<file path="src/rtl/fifo_pkt_writer_if.sv">
// fifo_pkt_writer_if: bundles the upstream payload stream, the downstream FIFO
// write port and the status outputs of fifo_pkt_writer.
//   upstream : i_s_valid, o_s_ready, i_s_data, i_s_last
//   fifo     : i_full, o_wren, o_dataW
//   status   : o_busy, o_trunc, o_pkt_cnt
// Modport slave is the framer's view; master is the view of the logic around it.
interface fifo_pkt_writer_if #(
  parameter int unsigned g_width = 8
);
  logic               i_s_valid;
  logic               o_s_ready;
  logic [g_width-1:0] i_s_data;
  logic               i_s_last;
  logic               i_full;
  logic               o_wren;
  logic [g_width-1:0] o_dataW;
  logic               o_busy;
  logic               o_trunc;
  logic [15:0]        o_pkt_cnt;

  modport slave (
    input  i_s_valid, i_s_data, i_s_last, i_full,
    output o_s_ready, o_wren, o_dataW, o_busy, o_trunc, o_pkt_cnt
  );

  modport master (
    output i_s_valid, i_s_data, i_s_last, i_full,
    input  o_s_ready, o_wren, o_dataW, o_busy, o_trunc, o_pkt_cnt
  );
endinterface

</file>
<file path="src/rtl/fifo_pkt_writer.sv">
// fifo_pkt_writer: wraps each upstream packet into a frame written to a FIFO:
//   HDR (g_sof), payload words..., LEN (payload word count), CHK (XOR of payload).
// Packets longer than g_max_len are cut; the cut frame is closed with LEN/CHK,
// o_trunc pulses once, and the remaining words start a new frame.
// Ports:
//   i_clkW   - write-domain clock, rising edge
//   i_arstnW - asynchronous active-low reset
//   bus      - fifo_pkt_writer_if.slave (upstream stream, FIFO write port, status)
module fifo_pkt_writer #(
  parameter int unsigned g_width   = 8,
  parameter int unsigned g_max_len = 64,
  parameter logic [31:0] g_sof     = 32'hA5
) (
  input  logic                  i_clkW,
  input  logic                  i_arstnW,
  fifo_pkt_writer_if.slave      bus
);

  localparam logic [g_width-1:0] SOF    = g_sof[g_width-1:0];
  localparam logic [g_width-1:0] MAX_M1 = g_width'(g_max_len - 1);

  typedef enum logic [1:0] {
    S_IDLE,
    S_DATA,
    S_LEN,
    S_CHK
  } state_t;

  state_t             state_q, state_d;
  logic [g_width-1:0] cnt_q, cnt_d;
  logic [g_width-1:0] chk_q, chk_d;
  logic [15:0]        pkt_cnt_q, pkt_cnt_d;
  logic               trunc_q, trunc_d;

  logic               wren;
  logic               s_ready;
  logic [g_width-1:0] data_w;
  logic               at_max;

  assign at_max = (cnt_q == MAX_M1);

  always_ff @(posedge i_clkW or negedge i_arstnW) begin
    if (!i_arstnW) begin
      state_q   <= S_IDLE;
      cnt_q     <= '0;
      chk_q     <= '0;
      pkt_cnt_q <= '0;
      trunc_q   <= 1'b0;
    end else begin
      state_q   <= state_d;
      cnt_q     <= cnt_d;
      chk_q     <= chk_d;
      pkt_cnt_q <= pkt_cnt_d;
      trunc_q   <= trunc_d;
    end
  end

  always_comb begin
    state_d   = state_q;
    cnt_d     = cnt_q;
    chk_d     = chk_q;
    pkt_cnt_d = pkt_cnt_q;
    trunc_d   = 1'b0;
    wren      = 1'b0;
    s_ready   = 1'b0;
    data_w    = '0;

    case (state_q)
      S_IDLE: begin
        // HDR is only emitted once a payload word is actually waiting.
        if (bus.i_s_valid && !bus.i_full) begin
          wren    = 1'b1;
          data_w  = SOF;
          cnt_d   = '0;
          chk_d   = '0;
          state_d = S_DATA;
        end
      end
      S_DATA: begin
        s_ready = !bus.i_full;
        if (bus.i_s_valid && !bus.i_full) begin
          wren   = 1'b1;
          data_w = bus.i_s_data;
          cnt_d  = cnt_q + 1'b1;
          chk_d  = chk_q ^ bus.i_s_data;
          if (bus.i_s_last || at_max) begin
            state_d = S_LEN;
          end
          // Pulse only when the length limit, not the packet end, closes the frame.
          trunc_d = at_max && !bus.i_s_last;
        end
      end
      S_LEN: begin
        if (!bus.i_full) begin
          wren    = 1'b1;
          data_w  = cnt_q;
          state_d = S_CHK;
        end
      end
      S_CHK: begin
        if (!bus.i_full) begin
          wren      = 1'b1;
          data_w    = chk_q;
          pkt_cnt_d = pkt_cnt_q + 16'd1;
          state_d   = S_IDLE;
        end
      end
      default: begin
        state_d = S_IDLE;
      end
    endcase
  end

  assign bus.o_wren    = wren;
  assign bus.o_dataW   = data_w;
  assign bus.o_s_ready = s_ready;
  assign bus.o_busy    = (state_q != S_IDLE);
  assign bus.o_trunc   = trunc_q;
  assign bus.o_pkt_cnt = pkt_cnt_q;

endmodule

</file>
<file path="src/flat_wrapper.sv">
// flat-port wrapper written by rule: the top's interface ports become plain ports
module fifo_pkt_writer_flat 
#(
  parameter int unsigned g_width   = 8,
  parameter int unsigned g_max_len = 64,
  parameter logic [31:0] g_sof     = 32'hA5
)
  (i_clkW, i_arstnW, bus_i_s_valid, bus_i_s_data, bus_i_s_last, bus_i_full, bus_o_s_ready, bus_o_wren, bus_o_dataW, bus_o_busy, bus_o_trunc, bus_o_pkt_cnt);
  fifo_pkt_writer_if #(.g_width(g_width)) bus_i ();
  input  logic i_clkW;
  input  logic i_arstnW;
  input wire logic [$bits(bus_i.i_s_valid)-1:0] bus_i_s_valid;
  input wire logic [$bits(bus_i.i_s_data)-1:0] bus_i_s_data;
  input wire logic [$bits(bus_i.i_s_last)-1:0] bus_i_s_last;
  input wire logic [$bits(bus_i.i_full)-1:0] bus_i_full;
  output wire logic [$bits(bus_i.o_s_ready)-1:0] bus_o_s_ready;
  output wire logic [$bits(bus_i.o_wren)-1:0] bus_o_wren;
  output wire logic [$bits(bus_i.o_dataW)-1:0] bus_o_dataW;
  output wire logic [$bits(bus_i.o_busy)-1:0] bus_o_busy;
  output wire logic [$bits(bus_i.o_trunc)-1:0] bus_o_trunc;
  output wire logic [$bits(bus_i.o_pkt_cnt)-1:0] bus_o_pkt_cnt;
  assign bus_i.i_s_valid = bus_i_s_valid;
  assign bus_i.i_s_data = bus_i_s_data;
  assign bus_i.i_s_last = bus_i_s_last;
  assign bus_i.i_full = bus_i_full;
  assign bus_o_s_ready = bus_i.o_s_ready;
  assign bus_o_wren = bus_i.o_wren;
  assign bus_o_dataW = bus_i.o_dataW;
  assign bus_o_busy = bus_i.o_busy;
  assign bus_o_trunc = bus_i.o_trunc;
  assign bus_o_pkt_cnt = bus_i.o_pkt_cnt;
  fifo_pkt_writer #(.g_width(g_width), .g_max_len(g_max_len), .g_sof(g_sof)) u_core (.i_clkW(i_clkW), .i_arstnW(i_arstnW), .bus(bus_i));
endmodule
</file>
<file path="config.mk">
export PLATFORM = sky130hd
export DESIGN_NAME = fifo_pkt_writer_flat
export DESIGN_NICKNAME = d
export VERILOG_FILES = /design/src/rtl/fifo_pkt_writer_if.sv /design/src/rtl/fifo_pkt_writer.sv /design/src/flat_wrapper.sv
export SDC_FILE = /design/constraint.sdc
export NUM_CORES = 1
export LEC_CHECK = 0
export CORE_MARGIN = 2
export CORE_UTILIZATION = 45
export DETAILED_ROUTE_END_ITERATION = 10
export PLACE_DENSITY = 0.71
export RECOVER_POWER = 50
export SYNTH_ARGS = -nofsm -noshare
export SYNTH_HDL_FRONTEND = slang
export SYNTH_SLANG_ARGS = --single-unit
</file>
<file path="constraint.sdc">
create_clock -name i_clkW -period 4.68 [get_ports i_clkW]
set_input_delay 0.936 -clock i_clkW [delete_from_list [all_inputs] [get_ports i_clkW]]
set_output_delay 0.936 -clock i_clkW [all_outputs]
set_load 0.005 [all_outputs]
</file>
== Word-level counts from Yosys, hierarchy flattened ==
Index checks and enable logic that the tools add are counted.

* Div/mod/pow operators: 0
* Shift-type cells: 0
* $lt $le $gt $ge: 0
* Multiplexer cells: 22
* Reductions and logical operators: 13
* Equal/unequal tests: 9
* Bitwise operators: 2
* $mul: 0
* Add/sub/neg operators: 2

{| class="wikitable"
|+ Operator list
! operator !! number
|-
| 2-to-1 mux 8 bit || 7
|-
| case mux 8 bit (2 select lines) || 2
|-
| case mux 8 bit (4 select lines) || 1
|-
| adder 16 x 1 -> 16 bit (second input constant) || 1
|-
| 2-to-1 mux 2 bit || 5
|-
| adder 8 x 1 -> 8 bit (second input constant) || 1
|-
| equality test 8 x 6 -> 1 bit (second input constant) || 1
|-
| case mux 2 bit (4 select lines) || 1
|-
| XOR 8 bit || 1
|-
| inequality test 2 x 1 -> 1 bit (second input constant) || 3
|-
| 2-to-1 mux 1 bit || 5
|-
| AND reduction 5 bit || 1
|-
| equality test 2 bit (second input constant) || 2
|-
| inequality test 2 bit (second input constant) || 2
|-
| nonzero test 2 bit || 2
|-
| OR reduction 2 bit || 2
|-
| AND reduction 3 bit || 1
|-
| equality test 2 x 1 -> 1 bit (second input constant) || 1
|-
| logical AND 1 bit || 2
|-
| zero test 1 bit || 2
|-
| zero test 2 bit || 1
|-
| case mux 1 bit (2 select lines) || 1
|-
| AND reduction 2 bit || 1
|-
| logical OR 1 bit || 1
|-
| inverter 1 bit || 1
|}

* Output and inout bits: 28
* Input port bits: 13
* Memory bits (read-only): 0
* Latch bits: 0
* Bits in registers: 35
* Memories: 0
* Bits in writable memories: 0

== Depth between registers and ports, before layout ==
* Word-level depth: 5
* Depth in mapped cells: 7

== Worst setup path before layout ==
No wires, ideal clock.

* Path type: input-to-output
* From: input port bus_i_s_valid
* To: output port bus_o_dataW[3]
* Arrival: 1,585 ps
* Path buffers: 1
* Required time: 3,744 ps
* Slack: 2,159 ps
* Stages: 4
* Cell sequence: buf_6 -> and2_1 -> a222oi_1 -> nor3_1

* Cells in the longest elaborated chain, start to end: 3

{| class="wikitable"
|+ Ends and longest elaborated chain
! item !! line !! text
|-
| from (decl) || flat_wrapper.sv:12 || <nowiki>input wire logic [$bits(bus_i.i_s_valid)-1:0] bus_i_s_valid;</nowiki>
|-
| logical AND 1 bit || fifo_pkt_writer.sv:81 || <nowiki>if (bus.i_s_valid && !bus.i_full) begin</nowiki>
|-
| 2-to-1 mux 8 bit || fifo_pkt_writer.sv:81 ||
|-
| case mux 8 bit (4 select lines) || fifo_pkt_writer.sv:68 || <nowiki>case (state_q)</nowiki>
|-
| to (decl) || flat_wrapper.sv:18 || <nowiki>output wire logic [$bits(bus_i.o_dataW)-1:0] bus_o_dataW;</nowiki>
|}

Every way passes these cells.

== Worst setup path in the final report ==
Ends and elaborated chain as after synthesis.

==> impl_metrics.toml <==
[power_and_ir_drop]
p_per_area_mw_per_mm2 = 473
p_int_uw = 750
power_frac_clock_pct = 18.3
power_frac_comb_pct = 43.5
cellLeakagePower_uw = 0.00116
ir_worst_vdd_uv = 272
power_switching_uw = 444
switching_share_pct = 37.2
power_frac_seq_pct = 38.2

[finish]
fin_nets = 260
diodes = 0
drive_gt1_share_pct = 7.50
final_common_cell = "dfrtp_1"
synthToLayoutAreaGrowth_pct = 24.8
stdcell_count = 292
layout_common_cells = "dfrtp_1, clkdlybuf4s50_1, dlygate4sd3_1"
design_area_mm2 = 0.00252

[global_routing]
grt_use_total_pct = 18.3
grt_overflow = 0
grt_max_degree = 36
grt_pass1_wl_um = 7270
grt_antenna_before_repair = 0
grt_pass1_vias = 1483

[run]
drv_cap = 1

[cts]
cts_resized = 0
cts_buffers = 5
hold_buffers = 0
path_clk_slew_ns = 0.06
htree_num_levels = 2
clk_path_buf_depth = 2
clock-sinks = 35
cts_tree = "done"
insertion_delay_ns = 0.29
cts-root-buf = "clkbuf_8"
cts_setup_buffers = 0

[critical_path]
cp_num_buf_inv = 2
r2r-end = "u_core.state_q[1]"
endpoint_kind = "output pin"
cp_max_fo = 9
rr_startpoint = "u_core.state_q[1]"
cp.required_ns = 3.74
reg2reg_slack_ns = 2.36
start_kind = "input port"
rr_worst_depth = 7
critPathSlowestCell = "clkdlybuf4s50_1"
crit_type = "input port to output pin"
path_common_cell = "clkdlybuf4s50_1"
crit_arrival_ns = 2.67
path_cells = "clkdlybuf4s50_1, and2_1, a222oi_1, nor3_1, clkdlybuf4s50_1"
critical-path-max-stage-delay_ns = 0.69
crit_family = "buffers and inverters"

[route]
drt-total-wl_um = 4270
detail_route.iter0.violations = 123
first_pass_iters = 6
detail_route.wl_per_cell_um = 14.6
vias_per_cell = 5.66
vias = 1653
drc = 0
antenna_left = 0

[logic_synthesis]
syn_inst = 203
synth_top_area_share_pct = 43.3
synth_seq_cells = 35
synth_area_mm2 = 0.00202
ys_warn_count = 0
yosys.area.top_type = "dfrtp_1"
synth-edff-count = 0
synth_cell_types = 37
avgSynthCellArea_um2 = 9.96
syn_nets = 223
synth_area_leaders = "dfrtp_1, a22o_1, ha_1, xnor2_1, mux2_2"
synth_flop_cell = "dfrtp_1"
async_reset_ff_share_pct = 100
seq_area_frac_synth_pct = 43.3

[die]
die_y_um = 71.0
initial_core_util_pct = 46.4
die-area_mm2 = 0.00505
die_w_um = 71.0
ioPinCount = 41
fp.coreArea_mm2 = 0.00435
rows = 24

[timing]
fin_tns_setup_ns = 0
finalMaxSlewViolations = 36
max_freq_ghz = 0.277
worst_hold_slack_ns = 0.461
rsz0062_at_grt = "no"
post-route-period-util_pct = 77.0
setup_ws_ns = 1.07
setup_violations = 0
relSlewSlack_pct = -23.3
skew_ns = 0.00811
worstMarginPinSlew_ns = 1.85
period_needed_ns = 3.61
hold_viol = 0

[place]
dpl-instance-area_mm2 = 0.00244
dp.cells = 285
place.gp.congestion = 0.825
post-place-ws_ns = 1.08
io_buffers = 40
dp.final_hpwl_um = 3040

[min_path]
min_path_cells = 1
worstHoldPathType = "flip-flop to flip-flop"
hold_end = "u_core.bus.o_pkt_cnt[15]"
min_from = "u_core.bus.o_pkt_cnt[15]"

[outcome]
status = "finished, violations left"
violations = "max-capacitance violations, max-slew violations"
-- through the flow --
step	utilization, %	power [uW]
6_report	58.0	1190
5_1_grt	58.0	1290
4_1_cts	58.0	1210
3_5_place_dp	56.0	985
3_3_place_gp	56.0	977
2_1_floorplan	-	795
-- registers in the layout, summed over array words and instances, names as in the netlist --
name	cells
u_core.cnt_q	8
u_core.bus.o_trunc	1
u_core.state_q	2
u_core.bus.o_pkt_cnt	16
u_core.chk_q	8
-- worst max path at each step --
| stage | cells past startpoint | from | end |
|---|---|---|---|
| after floorplan | 4 | bus_i_s_valid | bus_o_dataW[3] |
| after global placement | 5 | bus_i_s_valid | bus_o_dataW[1] |
| after detailed placement | 5 | bus_i_s_valid | bus_o_dataW[6] |
| after CTS | 5 | bus_i_s_valid | bus_o_dataW[6] |
| after global routing | 5 | bus_i_s_valid | bus_o_dataW[1] |
| final | 5 | bus_i_s_valid | bus_o_dataW[3] |
-- Yosys cell counts, types with 6 or more instances --
library cell,instances
a21o_1,6
a22o_1,13
and3_1,6
dfrtp_1,35
ha_1,7
mux2_2,6
nand2_1,11
nand2b_1,9
nand4_1,6
nor2_1,12
nor3_1,13
o21ai_1,6
xnor2_1,10
-- routing by layer --
layer	track usage (%)	vias up	share of wire, %	routed length [um]
li1	-	814	-	-
met1	26.2	779	48	2050
met2	27.6	57	45	1930
met3	4.84	3	5.9	252
met4	5.03	0	0.63	27
met5	0	-	0	0
-- cells by family after synthesis --
kind of cell	Yosys count	share of synthesized area, %
adder cells (fa/ha/maj)	7	4.33
XOR/XNOR	15	6.50
AND/OR/NAND/NOR	75	20.1
flip-flops	35	43.3
multiplexers	9	4.95
buffers and inverters	17	4.21
AO/OA/AOI/OAI	45	16.6
-- area by class of cell --
type,instances,area [um2]
clock inverters,1,5.00
well taps,52,65.1
clock buffers,6,82.6
multi-input cells,151,1060
flip-flops and latches,35,876
repair buffers,43,419
fillers,398,1830
inverters,4,15.0
-- power groups by stage --
| stage | logic [uW] | clock network (uW) | registers, uW |
|---|---|---|---|
| finish | 519 | 219 | 456 |
| global route | 579 | 240 | 467 |
| CTS | 528 | 226 | 456 |
| detailed placement | 525 | 0 | 460 |
| global placement | 518 | 0 | 459 |
| floorplan | 355 | 0 | 440 |
-- worst register-to-register path, cell delays in order, from the launching register on --
cell and delay, ns:
dfrtp_1 0.40, inv_1 0.09, ha_1 0.34, buf_4 0.27, nor2_2 0.37, o21ai_1 0.15
a31oi_2 0.24, mux2_1 0.35
(Power assumes the default switching activity.)
